$ cat config.mk
export PLATFORM = sky130hd
export DESIGN_NAME = normalizer
export DESIGN_NICKNAME = d
export VERILOG_FILES = /design/src/rtl/normalizer.sv
export SDC_FILE = /design/constraint.sdc
export NUM_CORES = 1
export LEC_CHECK = 0
export CORE_ASPECT_RATIO = 0.9
export CORE_MARGIN = 1.5
export CORE_UTILIZATION = 47
export CTS_CLUSTER_DIAMETER = 40
export DETAILED_ROUTE_END_ITERATION = 6
export GPL_TIMING_DRIVEN = 0
export PLACE_DENSITY = 0.87
export SYNTH_ARGS = -nofsm -noshare
export SYNTH_HDL_FRONTEND = slang
export SYNTH_SLANG_ARGS = --single-unit
$ cat constraint.sdc
create_clock -name clk -period 2 [get_ports clk]
set_input_delay 0.4 -clock clk [delete_from_list [all_inputs] [get_ports clk]]
set_output_delay 0.4 -clock clk [all_outputs]
set_load 0.02 [all_outputs]
$ cat src/rtl/normalizer.sv
// Floating-point normalizer: turns an aligned two's-complement sum into sign/exponent/1.xxx mantissa.
// Optional round-to-nearest-even stage is compiled in with `define NORMALIZER_ROUND_EN.
module normalizer (
  input  logic       clk,
  input  logic       rst,
  input  logic       in_valid,
  output logic       in_ready,
  input  logic [15:0] sum,
  input  logic [4:0] exp_max,
  output logic       out_valid,
  input  logic       out_ready,
  output logic       out_sign,
  output logic [4:0] out_exp,
  output logic [3:0] out_man,
  output logic       out_zero,
  output logic       out_ovf,
  output logic       out_unf
);

  // Handshake: a transfer happens on any rising edge where valid and ready are both high;
  // in_ready is high only in IDLE, out_valid only in DONE, and neither side buffers.
  typedef enum logic [1:0] {
    IDLE = 2'd0,
    NORM = 2'd1,
`ifdef NORMALIZER_ROUND_EN
    RND  = 2'd2,
`endif
    DONE = 2'd3
  } state_t;

  state_t state, state_next;

  logic              sign;
  logic [15:0]       mag;
  logic signed [6:0] exp;
  logic              norm_done;
  logic              load_res;

  logic [3:0]        man_r;
  logic signed [6:0] exp_r;
  logic              res_sign, res_zero, res_ovf, res_unf;
  logic [4:0]        res_exp;
  logic [3:0]        res_man;

  assign norm_done = (mag == 16'd0) || mag[15];

  always_ff @(posedge clk) begin
    if (rst) state <= IDLE;
    else     state <= state_next;
  end

  always_comb begin
    state_next = state;
    case (state)
      IDLE: if (in_valid) state_next = NORM;
      NORM: begin
        if (norm_done) begin
`ifdef NORMALIZER_ROUND_EN
          state_next = RND;
`else
          state_next = DONE;
`endif
        end
      end
`ifdef NORMALIZER_ROUND_EN
      RND:  state_next = DONE;
`endif
      DONE: if (out_ready) state_next = IDLE;
      default: state_next = IDLE;
    endcase
  end

  always_comb begin
    in_ready  = (state == IDLE);
    out_valid = (state == DONE);
`ifdef NORMALIZER_ROUND_EN
    load_res  = (state == RND);
`else
    load_res  = (state == NORM) && norm_done;
`endif
  end

  // Result as it will appear at DONE entry: optional rounding, then exponent clamp.
  always_comb begin
    man_r = mag[15:12];
    exp_r = exp;
`ifdef NORMALIZER_ROUND_EN
    if (mag[11] && ((|mag[10:0]) || mag[12])) begin
      if (mag[15:12] == 4'hF) begin
        man_r = 4'b1000;
        exp_r = exp + 7'sd1;
      end else begin
        man_r = mag[15:12] + 4'd1;
      end
    end
`endif
    res_sign = sign;
    res_exp  = exp_r[4:0];
    res_man  = man_r;
    res_zero = 1'b0;
    res_ovf  = 1'b0;
    res_unf  = 1'b0;
    if (mag == 16'd0) begin
      res_sign = 1'b0;
      res_exp  = 5'd0;
      res_man  = 4'd0;
      res_zero = 1'b1;
    end else if (exp_r > 7'sd15) begin
      res_exp  = 5'd15;
      res_man  = 4'b1111;
      res_ovf  = 1'b1;
    end else if (exp_r < -7'sd16) begin
      res_sign = 1'b0;
      res_exp  = 5'd0;
      res_man  = 4'd0;
      res_zero = 1'b1;
      res_unf  = 1'b1;
    end
  end

  always_ff @(posedge clk) begin
    if (rst) begin
      sign     <= 1'b0;
      mag      <= 16'd0;
      exp      <= 7'sd0;
      out_sign <= 1'b0;
      out_exp  <= 5'd0;
      out_man  <= 4'd0;
      out_zero <= 1'b0;
      out_ovf  <= 1'b0;
      out_unf  <= 1'b0;
    end else begin
      if (state == IDLE && in_valid) begin
        sign <= sum[15];
        // Negating 0x8000 wraps back to 0x8000, which is the correct magnitude.
        mag  <= sum[15] ? (~sum + 16'd1) : sum;
        exp  <= {{2{exp_max[4]}}, exp_max} + 7'sd1;
      end else if (state == NORM && !norm_done) begin
        mag <= {mag[14:0], 1'b0};
        exp <= exp - 7'sd1;
      end
      if (load_res) begin
        out_sign <= res_sign;
        out_exp  <= res_exp;
        out_man  <= res_man;
        out_zero <= res_zero;
        out_ovf  <= res_ovf;
        out_unf  <= res_unf;
      end
    end
  end

endmodule

==> qor.yml, run 1 <==
status: "complete, no violations"
place.gp.congestion: 0.819
clk_latency_ps: 290
cp_cell_sequence: "dlygate4sd2_1 -> or4_4 -> buf_12 -> o41ai_4 -> xnor2_1 -> nor2_1 -> a211oi_2"
crit_fanout: 7
tritoncts: "done"
r2r-start: "mag[7]$_SDFFE_PP0P_"
final_cell_mix: "46 x nand2_1, 39 x dfxtp_1, 23 x clkdlybuf4s50_1"
grt_pass1_wl_um: 8940
ys_seq_area_share_pct: 36.6
h-tree-depth: 2
final_common_cell: "nand2_1"
synth-seq-cells: 39
r2r_slack_ps: 140
period_share_pct: 97.2
routed_via_density: 5.74
drtPass1Iterations: 5
ys_warn_count: 0
port_buffers: 36
p_seq_share_pct: 47.0
crit_end: "mag[12]$_SDFFE_PP0P_"
route.vias.total: 2111
setup-violations-final: 0
cp_top_family: "simple AND/OR/NAND/NOR gates"
syn_to_final_growth_pct: 31.9
fin_skew_ps: 7.63
cts_made_buffers: 5
powerDensity_mw_per_mm2: 705
internal_power_mw: 1.32
reg2reg_depth: 6
first_iter_violations: 120
syn_nets: 289
fmax_mhz: 514
p_switching_mw: 0.662
post_drt_wl_per_cell_um: 15.5
placed_cell_area_mm2: 0.00257
clk_path_buf_depth: 2
antenna_found_initial: 0
final_net_count: 334
cts_sinks: 39
holdWs_ps: 387
cpPeakStageDelay_ps: 510
post_synth_num_cell_types: 47
synth_ff_type: "dfxtp_1"
syn_area_mm2: 0.00213
avgSynthCellArea_um2: 8.20
die-area_mm2: 0.00495
path_buf_inv: 2
antenna_left: 0
p_clk_share_pct: 26.1
clk_pin_slew_ps: 70
power.leakage_nw: 1.04
cp.depth: 7
io_pins: 40
critPathLaunch: "sum[7]"
core_mm2: 0.00440
tns_ps: 0
grt-ovfl-total: 0
synth_edf_count: 0
maxCapViolations: 0
crit_type: "in2reg"
start_util_pct: 48.5
hold_buffers: 0
start_kind: "input pin"
finalMaxSlewViolations: 0
die_h_um: 66.9
drc: 0
timing.rr.end: "mag[6]$_SDFFE_PP0P_"
p_comb_share_pct: 26.9
final_util_pct: 63.9
swShare_pct: 33.4
gr-usage-all-layers_pct: 24.0
grt_max_degree: 13
cpMaxStageDelayCell: "or4_4"
synthCells: 260
hp-class: "in2reg"
cts_root_buf: "clkbuf_8"
cp_data_required_time_ps: 2210
arrival_ps: 2160
end_kind: "register"
slew_headroom_pct: 52.6
vdd_drop_max_mv: 0.362
totalWireLength_um: 5700
die_x_um: 74.0
antenna-diode-count: 0
min_period_ps: 1940
rows: 23
tightest_slew_ps: 711
async_reset_ff_share_pct: 0
grt_pass1_vias: 1894
finalHoldViolations: 0
rsz0062_at_grt: "false"
dp_hpwl_um: 3840
drive_gt1_share_pct: 14.1
fin_area_mm2: 0.00281
cell families (layout without fill, tap and decap cells):
logic type,Yosys count,after routing,synth area share (%)
simple gates,103,103,22.9
xor+xnor,18,18,7.39
fa+ha+maj,4,4,2.35
compound gates,67,67,23.6
mux,6,6,2.82
flops,39,39,36.6
buf+inv,23,69,4.40
area by class of cell:
type	count	area, um^2
tap	62	77.6
inverter	7	26.3
clock buffer	5	68.8
timing repair buffer	38	363
clock inverter	3	15.0
sequential	39	781
buffer	16	83.8
fill	356	1590
multi-input combinational	198	1400
metal layers:
metal,global-route usage (%),vias to the layer above,part of all wire (%)
met4,8.80,0,2.1
met1,31.2,985,44
met5,0,-,0
met3,5.60,14,6.6
met2,38.5,81,48
li1,-,1031,-
registers in the layout, summed over array words and instances, names as in the netlist:
signal    flops
out_man       4
sign          1
mag          16
out_sign      1
exp           7
out_exp       5
out_unf       1
state         2
out_zero      1
out_ovf       1
Yosys cell counts (2+ instances only):
cell       n  share of area (%)
o31ai_1    4                1.4
ha_1       4                2.3
xor2_1     6                2.5
nand3_1    6                1.4
o41ai_1    2               0.82
buf_2      3               0.70
and2_1     3               0.88
and3_1     2               0.59
a22oi_1    2               0.70
a31oi_1    8                2.3
mux2i_1    6                2.8
nor3_1     3               0.70
clkbuf_1  12                2.1
a211oi_1  13                4.6
o21ai_0    4               0.94
o41ai_2    3                2.3
xnor2_1   12                4.9
dfxtp_1   39                 37
or4_1      2               0.70
nor3b_1    2               0.70
nand2_1   46                8.1
inv_1      7                1.2
nor4_1     4                1.2
a21oi_1   15                3.5
nor2_1    20                3.5
a311oi_1   6                2.5
nand4_1    6                1.8
tightest hold or removal path, delay by kind of cell:
kind / cells / cell delay (ps)
buf+inv: 1 / 120
simple gates: 1 / 70
compound gates: 1 / 50
worst min-delay path by stage:
stage                    startpoint                    to  slack (ps)  cells past startpoint
5_1_grt                      sum[0]   mag[0]$_SDFFE_PP0P_         400                      3
6_report                     sum[0]   mag[0]$_SDFFE_PP0P_         390                      3
3_3_place_gp   out_unf$_SDFFE_PP0P_  out_unf$_SDFFE_PP0P_         440                      2
2_1_floorplan     sign$_SDFFE_PP0P_     sign$_SDFFE_PP0P_         440                      2
3_5_place_dp   out_unf$_SDFFE_PP0P_  out_unf$_SDFFE_PP0P_         450                      2
4_1_cts        out_unf$_SDFFE_PP0P_  out_unf$_SDFFE_PP0P_         460                      2
per-stage QoR:
step	power, mW	setup WS (ps)	instances
2_1_floorplan	1.25	61.2	260
3_3_place_gp	1.41	-611	358
3_5_place_dp	1.43	-683	358
4_1_cts	1.94	5.17	368
5_1_grt	2.07	3.30	368
6_report	1.98	56.3	368
power groups by stage:
stage	registers (mW)	logic (mW)	clock network, mW
CTS	0.918	0.506	0.515
detailed placement	0.935	0.490	0
global placement	0.934	0.478	0
finish	0.932	0.534	0.518
global route	0.938	0.586	0.542
floorplan	0.930	0.322	0
timing repair:
action | in CTS | in global routing
setup buffers | 2 | 0
pin swaps | 7 | 12
gates resized for setup | 23 | 24
endpoints found under the setup margin | 10 | 33
No activity file was read; power rests on OpenSTA's default activity.
==> run 2, diff against run 1 <==
--- a/config.mk
+++ b/config.mk
@@ -7,11 +7,12 @@
 export LEC_CHECK = 0
 export CORE_ASPECT_RATIO = 0.9
 export CORE_MARGIN = 1.5
-export CORE_UTILIZATION = 47
+export CORE_UTILIZATION = 49
+export CTS_BUF_LIST = sky130_fd_sc_hd__clkbuf_4
 export CTS_CLUSTER_DIAMETER = 40
 export DETAILED_ROUTE_END_ITERATION = 6
 export GPL_TIMING_DRIVEN = 0
-export PLACE_DENSITY = 0.87
+export PLACE_DENSITY = 0.9
 export SYNTH_ARGS = -nofsm -noshare
 export SYNTH_HDL_FRONTEND = slang
 export SYNTH_SLANG_ARGS = --single-unit
==> run 2 against run 1 <==
  * Count of clock-buffer cells in the layout up 1
  * Non-clock buffer count increased by 5
  * Sequential power barely moved
  * Critical path type unchanged
  * Cell count down 2.4%
  * Global-route usage up 2.7 points
  * Worst hold slack gained 70 ps
  * Sequential cell count stayed put
  * Register-to-register slack worse by 40 ps
  * Core utilization up 4.3 points
  * Clock power is 33% higher
  * Via count is 7.4% higher
==> qor.yml, run 2 (synthesized netlist as in run 1, its figures left out) <==
met1_usage_pct: 32.7
final_cell_mix: "46 x nand2_1, 37 x dfxtp_1, 26 x clkdlybuf4s50_1"
start_kind: "input pin"
cts_sinks: 39
power.leakage_nw: 1.05
gr-usage-all-layers_pct: 26.7
largest-register: "mag"
setup-violations-final: 0
final_net_count: 339
multi_input_area_mm2: 0.00136
placed_cells: 344
die-area_mm2: 0.00476
fin_area_mm2: 0.00282
core_mm2: 0.00413
tritoncts: "done"
stdcell_count: 359
slew_headroom_pct: 50.6
finalHoldViolations: 0
h-tree-depth: 2
period_share_pct: 99.9
largestRegisters: "mag x16, exp x7, out_exp x5"
port_buffers: 36
fin_ws_ps: 1.81
largest_register_ffs: 16
grt-ovfl-total: 0
post_drt_wl_per_cell_um: 17.8
grt_pass1_wl_um: 9930
hp-start: "sum[0]"
antenna_found_initial: 0
powerDensity_mw_per_mm2: 770
dp_hpwl_um: 3980
finalMaxSlewViolations: 0
place_ws_ps: -627
drtPass1Iterations: 4
min_period_ps: 2000
fillers: 335
end_kind: "register"
syn_to_final_growth_pct: 32.0
tightest_slew_ps: 740
grt_util_met3_pct: 7.82
die_h_um: 65.6
hold_buffers: 0
route.vias.total: 2267
final_common_cell: "nand2_1"
rsz0062_at_grt: "true"
critPathLaunch: "sum[8]"
antenna_left: 0
cts_root_buf: "clkbuf_4"
hp-class: "in2reg"
io_pins: 40
seq_area_um2: 783
r2r-start: "mag[7]$_SDFFE_PP0P_"
clk_path_buf_depth: 2
tns_ps: 0
start_util_pct: 51.7
fmax_mhz: 500
crit_fanout: 7
cp_data_required_time_ps: 2290
first_iter_violations: 274
grtUsageMet2_pct: 44.0
vdd_drop_max_mv: 0.455
grt_max_degree: 13
rows: 22
cts_made_buffers: 5
crit_type: "in2reg"
holdWs_ps: 457
antenna-diode-count: 0
place.gp.congestion: 0.850
placed_cell_area_mm2: 0.00255
clk_pin_slew_ps: 130
busiest_layer: "met2"
fin_skew_ps: 10.4
clk_latency_ps: 370
grt_pass1_vias: 2093
drc: 0
totalWireLength_um: 6380
maxCapViolations: 0
routed_via_density: 6.31
r2r_slack_ps: 100
drive_gt1_share_pct: 13.2
arrival_ps: 2280
status: "complete, no violations"
die_x_um: 72.6
-- run 2: cell count changes in the layout (fill, tap and decap cells not counted), moves of 2 or more --
| cell | change |
|---|---|
| a211oi_1 | +2 |
| a211oi_2 | -2 |
| buf_4 | +6 |
| bufinv_16 | +2 |
| clkbuf_2 | -3 |
| clkbuf_4 | +6 |
| clkbuf_8 | -5 |
| clkdlybuf4s50_1 | +3 |
| clkinv_2 | -3 |
| dfxtp_1 | -2 |
| dfxtp_2 | +2 |
| o31ai_1 | +2 |
-- run 2: cell type report --
cell class | instances | area share, %
Timing Repair Buffer | 44 | 14.9
Sequential cell | 39 | 27.8
Inverter | 7 | 0.933
Multi-Input combinational cell | 198 | 48.2
Tap cell | 48 | 2.13
Clock buffer | 6 | 1.60
Clock inverter | 2 | 2.13
Buffer | 15 | 2.27
-- run 2: final timing paths --
kind,depth (start not counted),end
worst max register to register,6,mag[13]$_SDFFE_PP0P_
worst min-delay path,3,mag[0]$_SDFFE_PP0P_
worst min register to register,2,out_zero$_SDFFE_PP0P_
worst max-delay path,6,mag[14]$_SDFFE_PP0P_
-- run 2: timing repair --
item	4_1_cts	5_1_grt
setup endpoints to repair	13	26
resized for setup	17	13
pin swaps	4	5
hold endpoints to repair	0	0
buffers inserted	7	1
-- run 2: through the flow --
step                utilization [%]  total power [mW]
finish                         68.2              2.17
global route                   68.2              2.26
CTS                            67.2              2.11
detailed placement             61.8              1.43
global placement               61.8              1.41
floorplan                         -              1.25
-- run 2: critical path, cell delays in order --
cell	delay [ps]
clkdlybuf4s50_1	430
or4_4	590
o41ai_4	360
xnor2_1	160
nor2_1	90
a211oi_1	240
-- run 2: routing by layer --
metal	routed length [um]	vias up	part of all wire, %
met4	245	0	3.8
li1	-	1047	-
met2	3050	123	48
met3	477	30	7.5
met5	0	-	0
met1	2610	1067	41
-- run 2: power breakdown --
part | switching [mW] | internal, mW | leakage, nW | total [mW]
logic | 0.311 | 0.235 | 0.674 | 0.545
clock network | 0.287 | 0.403 | 0.0559 | 0.691
registers | 0.0841 | 0.850 | 0.321 | 0.934
==> run 3, diff against run 2 <==
--- a/config.mk
+++ b/config.mk
@@ -5,14 +5,16 @@
 export SDC_FILE = /design/constraint.sdc
 export NUM_CORES = 1
 export LEC_CHECK = 0
+export ABC_AREA = 1
 export CORE_ASPECT_RATIO = 0.9
 export CORE_MARGIN = 1.5
 export CORE_UTILIZATION = 49
 export CTS_BUF_LIST = sky130_fd_sc_hd__clkbuf_4
 export CTS_CLUSTER_DIAMETER = 40
+export CTS_CLUSTER_SIZE = 16
 export DETAILED_ROUTE_END_ITERATION = 6
 export GPL_TIMING_DRIVEN = 0
-export PLACE_DENSITY = 0.9
+export PLACE_DENSITY = 0.88
 export SYNTH_ARGS = -nofsm -noshare
 export SYNTH_HDL_FRONTEND = slang
 export SYNTH_SLANG_ARGS = --single-unit
==> run 3 against run 2 <==
  * Critical path type is now reg2out
  * Non-clock buffer count is 5 lower
  * Largest power group unchanged
  * Synthesized area is 13% higher
  * Critical endpoint is now out_valid
  * Routed wire length is 4.9% lower
==> qor.yml, run 3 <==
routed_via_density: 5.39
syn_area_mm2: 0.00241
synthCells: 385
largest_register_ffs: 16
ys_seq_area_share_pct: 32.4
avgSynthCellArea_um2: 6.25
cts_made_buffers: 5
synthTopCellsByCount: "93 x nand2_1, 48 x inv_1, 43 x nor2_1"
fmax_mhz: 532
antenna-diode-count: 0
yosysTopAreaCell: "dfxtp_1"
end_kind: "output pin"
largestRegisters: "mag x16, exp x7, out_exp x5"
multi_input_area_mm2: 0.00134
cpPeakStageDelay_ps: 590
start_kind: "register"
power_mw: 2.17
fin_area_mm2: 0.00293
antenna_found_initial: 0
maxCapViolations: 0
clk_pin_slew_ps: 130
final_net_count: 460
cts_setup_buffers: 0
holdWs_ps: 468
grt_pass1_wl_um: 10400
final_common_cell: "nand2_1"
rows: 23
arrival_ps: 1480
cpMaxStageDelayCell: "clkdlybuf4s50_1"
first_iter_violations: 224
tritoncts: "done"
seq_area_um2: 782
powerDensity_mw_per_mm2: 741
tightest_slew_ps: 518
ys_warn_count: 0
synth_ff_type: "dfxtp_1"
synth_area_leaders: "dfxtp_1 32%, nand2_1 15%, nand3_1 8.7%"
synth_top_area_share_pct: 32.4
fin_skew_ps: 18.8
antenna_left: 0
finalMaxSlewViolations: 0
h-tree-depth: 2
hold_buffers: 0
gr-usage-all-layers_pct: 23.6
io_pins: 40
synth_edf_count: 0
power.leakage_nw: 1.31
period_share_pct: 94.0
drive_gt1_share_pct: 7.41
crit_type: "reg2out"
start_util_pct: 52.6
grt_max_degree: 13
min_period_ps: 1880
core_mm2: 0.00458
drc: 0
cts_sinks: 39
syn_nets: 414
finalHoldViolations: 0
largest-register: "mag"
cts_root_buf: "clkbuf_4"
async_reset_ff_share_pct: 0
post_drt_wl_per_cell_um: 12.3
clk_path_buf_depth: 2
vdd_drop_max_mv: 0.382
fin_ws_ps: 120
tns_ps: 0
grt-ovfl-total: 0
final_cell_mix: "93 x nand2_1, 48 x inv_1, 42 x nor2_1, 42 x nand3_1"
place.gp.congestion: 0.904
clk_latency_ps: 350
rsz0062_at_grt: "false"
totalWireLength_um: 6070
fillers: 427
setup-violations-final: 0
synth-seq-cells: 39
die_h_um: 69.5
placed_cell_area_mm2: 0.00287
cp_cell_sequence: "nand2_1 -> inv_1 -> clkdlybuf4s50_1"
drtPass1Iterations: 5
dp_hpwl_um: 4610
post_synth_num_cell_types: 31
status: "complete, no violations"
route.vias.total: 2663
place_ws_ps: -223
port_buffers: 39
hp-class: "reg2reg"
cp_data_required_time_ps: 1600
synth.most_common_cell: "nand2_1"
grt_pass1_vias: 2343
die_x_um: 76.9
die-area_mm2: 0.00534
slew_headroom_pct: 65.5
syn_to_final_growth_pct: 21.9
crit_fanout: 3
-- run 3: changes by cell type after synthesis, moves of 5 or more --
cell,previous run,this run
nand2_1,46,93
inv_1,7,48
nand3_1,6,42
o21ai_0,4,34
nor2_1,20,43
a21oi_1,15,29
a211oi_1,13,0
xnor2_1,12,1
a31oi_1,8,1
a311oi_1,6,0
mux2i_1,6,0
o211ai_1,1,7
clkbuf_1,12,7
-- run 3: stage by stage --
stage	util, %	instances
after detailed placement	62.8	486
after floorplan	-	385
after CTS	64.0	494
after global routing	64.1	494
after global placement	62.8	486
final	64.1	494
-- run 3: path summary, 6_finish.rpt --
path / start / end / slack [ps] / depth (start not counted)
min: sign$_SDFFE_PP0P_ / out_sign$_SDFFE_PP0P_ / 470 / 2
min reg2reg: sign$_SDFFE_PP0P_ / out_sign$_SDFFE_PP0P_ / 470 / 2
max: state[0]$_SDFFE_PP0P_ / out_valid / 120 / 3
max reg2reg: mag[15]$_SDFFE_PP0P_ / out_exp[3]$_SDFFE_PP0P_ / 310 / 10
-- run 3: layout make-up --
cell class,count,area share (%)
repair buffers,39,13.4
inverters,52,6.74
clock buffers,5,1.28
clock inverters,3,0.512
multi-input cells,279,45.7
well taps,62,2.65
flip-flops and latches,39,26.7
plain buffers,15,3.03
-- run 3: what timing repair did --
action,4_1_cts,5_1_grt
gates resized for setup,0,3
hold endpoints to repair,0,0
setup endpoints to repair,0,3
-- run 3: critical path: cells and delay by family (launching register included) --
family,cells,cell delay [ps]
DFF,1,400
and+or+nand+nor,1,90
buffers and inverters,2,650
-- run 3: per-layer routing --
layer  global-route usage [%]  up-vias  share of wire, %
met5                        0        -                 0
met4                     6.17        0              0.94
met2                     38.2       88                46
met3                     3.42        9               6.3
li1                         -     1336                 -
met1                     32.9     1230                47
-- run 3: power by group --
| group | switching, mW | internal (mW) |
|---|---|---|
| Combinational | 0.486 | 0.330 |
| Sequential | 0.0787 | 0.877 |
| Clock | 0.273 | 0.129 |
-- run 3: cell families (layout without fill, tap and decap cells) --
family                   Yosys count  after routing  synth area share [%]
AO/OA/AOI/OAI                     75             75                  17.0
AND/OR/NAND/NOR                  197            197                  35.5
flip-flops                        39             39                  32.4
XOR/XNOR                           3              3                  1.09
buffers and inverters             67            114                  11.9
adder cells (fa/ha/maj)            4              4                  2.08
==> patch 1, RTL diff (settings of run 2) <==
The 3 states of `state_t` get a one-hot encoding in 3 bits.
--- a/src/rtl/normalizer.sv
+++ b/src/rtl/normalizer.sv
@@ -19,13 +19,13 @@
 
   // Handshake: a transfer happens on any rising edge where valid and ready are both high;
   // in_ready is high only in IDLE, out_valid only in DONE, and neither side buffers.
-  typedef enum logic [1:0] {
-    IDLE = 2'd0,
-    NORM = 2'd1,
+  typedef enum logic [2:0] {
+    IDLE = 3'b001,
+    NORM = 3'b010,
 `ifdef NORMALIZER_ROUND_EN
     RND  = 2'd2,
 `endif
-    DONE = 2'd3
+    DONE = 3'b100
   } state_t;
 
   state_t state, state_next;
Function: same outputs for any inputs over 10 cycles, from zero or initial values and one cycle with rst high; not proved beyond that.
==> patch 1 against run 2 <==
Final cell count is 1.9% higher. Setup slack better by 27 ps. Sequential share of layout area is 0.65 points higher. Critical path depth unchanged. Register-to-register slack worse by 70 ps. Sequential cell count rose by 1. Die area increased by 1.8%. Synthesized area rose by 1.9%. Final area about the same. Routed wire length down 16%. Utilization shrank 0.51 points. Critical path type is now register to register. Largest cell class unchanged.
Power is not compared: it rests on default switching activity, and its combinational part moved more than twofold at a synthesized area within 25%.
==> patch 1: results (changes against run 2) <==
CTS
  • Clock Latency Late Sink: 350 ps (was 370 ps)
  • Resized Gates After CTS: 4 (was 17)
  • Setup Fix Bufs, Post-CTS: 0 (was 7)

Logic synthesis
  • Mux share of post-synthesis cell area: 1.84% (was 2.82%)
  • Xor-xnor portion of the synthesized cell area: 6.45% (was 7.39%)
  • Dominant cells by area after synthesis: dfxtp_1 37%, nor2_1 5.9%, a21oi_1 4.1% (was dfxtp_1 37%, nand2_1 8.1%, xnor2_1 4.9%)
  • Most instantiated cells after synthesis: 40 x dfxtp_1, 34 x nor2_1, 21 x nand2_1, 18 x a21oi_1 (was 46 x nand2_1, 39 x dfxtp_1, 20 x nor2_1, 15 x a21oi_1, 13 x a211oi_1)

Placed design
  • Number of port buffers: 39 (was 36)
  • Area after DPL: 2640 um^2 (was 2550 um^2)
  • Pre-CTS setup slack: -479 ps (was -627 ps)

Worst hold path
  • Worst Hold Launch: sign (was sum[0])
  • Worst Hold Class: register to register (was input pin to register)

Critical path
  • Setup crit start: mag[15] (was sum[8])
  • CP max-delay cell: or4b_4 (was or4_4)
  • Critical Path Max Stage Delay: 550 ps (was 590 ps)

Global routing
  • Gr usage total: 22.9% (was 26.7%)
  • Met1 usage: 27.8% (was 32.7%)
  • First-pass GRT wire length: 8690 um (was 9930 um)
  • Grt met3 use: 5.03% (was 7.82%)

Detailed routing
  • M1 WL: 2330 um (was 2610 um)
  • Vias: 2127 (was 2267)
  • Met3 WL post-DR: 326 um (was 477 um)

Layout
  • Final nets: 334 (was 339)
  • Share of cells above drive strength 1: 11.1% (was 13.2%)
  • Fill count: 349 (was 335)

Status
  • Status: completed (unchanged)
==> patch 1: cell types whose count changed after synthesis, moves of 4 or more <==
cell	delta
a311oi_1	-5
a31oi_1	-4
nand2_1	-25
nor2_1	+14
nor3_1	+4
nor4_2	+5
o2bb2ai_1	+7
xnor2_1	-6
xor2_1	+4
==> patch 1: path summary, 6_finish.rpt <==
| check | depth (start not counted) | endpoint | slack, ps |
|---|---|---|---|
| hold reg to reg | 2 | sign | 470 |
| setup reg to reg | 6 | mag[1] | 30 |
| setup / recovery | 6 | mag[1] | 30 |
| hold / removal | 2 | sign | 470 |
==> patch 1: cell type report <==
type                       count  area [um^2]  area share (%)
clock inverter                 2         35.0            1.24
multi-input combinational    197         1360            48.2
buffer                        11         52.6            1.87
clock buffer                   6         45.0            1.60
timing repair buffer          42          418            14.9
inverter                       8         30.0            1.07
sequential                    40          801            28.5
tap                           60         75.1            2.67
==> patch 2, RTL diff (flow settings as in run 2) <==
Without the edit above. The option `NORMALIZER_ROUND_EN` is turned on by a define.
--- a/src/rtl/normalizer.sv
+++ b/src/rtl/normalizer.sv
@@ -1,5 +1,7 @@
 // Floating-point normalizer: turns an aligned two's-complement sum into sign/exponent/1.xxx mantissa.
 // Optional round-to-nearest-even stage is compiled in with `define NORMALIZER_ROUND_EN.
+`define NORMALIZER_ROUND_EN
+
 module normalizer (
   input  logic       clk,
   input  logic       rst,
Check against the original RTL: not equivalent (a bounded check fails within 4 cycles, from zero or initial values and one cycle with rst high).
==> patch 2 against run 2 <==
The run now ends with setup timing left. Final area rose by 17%. Sequential cell count did not move. Routed wire length rose by 2.6%. Register-to-register slack got worse by 150 ps. Critical path depth rose by 2. Synthesized area rose by 20%. Setup slack got worse by 48 ps. Global-route usage fell by 2.8 points. Critical endpoint is now out_man[2]. Largest cell class unchanged.
Power is not compared: it rests on default switching activity, and its combinational part moved more than twofold at a synthesized area within 25%.
==> patch 2: results (changes against run 2) <==
Critical path
  • CP arrival: 2330 ps (was 2280 ps)
  • Setup crit start: exp[1] (was sum[8])
  • Crit path max fanout: 10 (was 7)
  • CP max-delay cell: dfxtp_2 (was or4_4)
  • Critical Path Max Stage Delay: 370 ps (was 590 ps)

Layout
  • Share of cells above drive strength 1: 18.3% (was 13.2%)
  • Layout clock buffer count: 5 (was 6)
  • FF+latch area: 788 um^2 (was 783 um^2)
  • Inverters: 15 (was 7)
  • Clk cell area share: 1.41% (was 3.73%)
  • Fill count: 431 (was 335)
  • Count of non-CTS buffers in the layout: 67 (was 59)
  • Non-Filler Instances: 443 (was 359)
  • Multi-In Gates: 250 (was 198)

Global routing
  • Vias in the first global route: 2427 (was 2093)
  • Grt met3 use: 4.20% (was 7.82%)
  • First-pass GRT wire length: 10800 um (was 9930 um)
  • Met1 usage: 30.2% (was 32.7%)
  • Met2 Use GR: 40.9% (was 44.0%)
  • Largest net degree at the start of global routing: 12 (was 13)

CTS
  • Reg clk slew, reported paths: 110 ps (was 130 ps)
  • Setup Fix Bufs, Post-CTS: 5 (was 7)
  • Resized Gates After CTS: 32 (was 17)

Placed design
  • DP Cell Count: 428 (was 344)
  • HPWL Detailed: 4720 um (was 3980 um)
  • Routability cong.: 0.866 (was 0.850)
  • Number of port buffers: 39 (was 36)

Detailed routing
  • Met3 WL post-DR: 316 um (was 477 um)
  • First-pass iteration count of the detailed router: 5 (was 4)
  • M1 WL: 2890 um (was 2610 um)
  • DR WL/cell: 14.8 um (was 17.8 um)
  • Vias: 2565 (was 2267)

Status
  • Status: complete, but fails checks (was completed)
  • Failing checks: setup timing

Timing
  • Worst rel slew slack: 64.0% (was 50.6%)
  • Setup ws final: -45.8 ps (was 1.81 ps)
  • Post-Route Setup TNS: -193 ps (was 0 ps)
  • Final setup violation count: 8 (was 0)

Logic synthesis
  • Compound-gate portion of the synthesized area: 24.5% (was 23.6%)
  • Syn_nets: 359 (was 289)
  • Post-synth top area share: 30.6% (was 36.6%)
  • Avg Inst Size Synth: 7.89 um^2 (was 8.20 um^2)
  • Dominant cells by area after synthesis: dfxtp_1 31%, nand2_1 8.2%, xnor2_1 7.2% (was dfxtp_1 37%, nand2_1 8.1%, xnor2_1 4.9%)
  • Most instantiated cells after synthesis: 56 x nand2_1, 39 x dfxtp_1, 34 x nor2_1, 21 x xnor2_1, 15 x inv_1 (was 46 x nand2_1, 39 x dfxtp_1, 20 x nor2_1, 15 x a21oi_1, 13 x a211oi_1)
  • Mux share of post-synthesis cell area: 1.27% (was 2.82%)
  • Unique masters post-synth: 55 (was 47)
  • Adder-cell share of the synthesized area: 4.90% (was 2.35%)
-- patch 2: cell count changes in the layout (fill, tap and decap cells not counted), moves of 5 or more --
cell	change
xnor2_1	+9
nor2_1	+14
a311oi_1	+7
nand2_1	+10
mux2i_1	-5
nand3_1	+7
inv_1	+6
dlygate4sd2_1	-6
-- patch 2: worst min path at each step --
| stage | depth (start not counted) | endpoint | startpoint |
|---|---|---|---|
| floorplan | 2 | sign | sign |
| detailed placement | 2 | out_unf | out_unf |
| CTS | 3 | mag[0] | sum[0] |
| global route | 4 | mag[0] | sum[0] |
| global placement | 2 | out_unf | out_unf |
| finish | 4 | mag[6] | sum[6] |
-- patch 2: report_power, final --
part,internal [mW],switching [mW],leakage (nW)
clock,0.125,0.254,0.0285
sequential,1.04,0.240,0.322
combinational,0.993,1.31,0.835
total,2.16,1.80,1.19
-- patch 2: tightest hold or removal path: stages --
cell and delay, ps:
buf_6 80, xnor2_1 60, nor2_1 90, a311oi_1 60
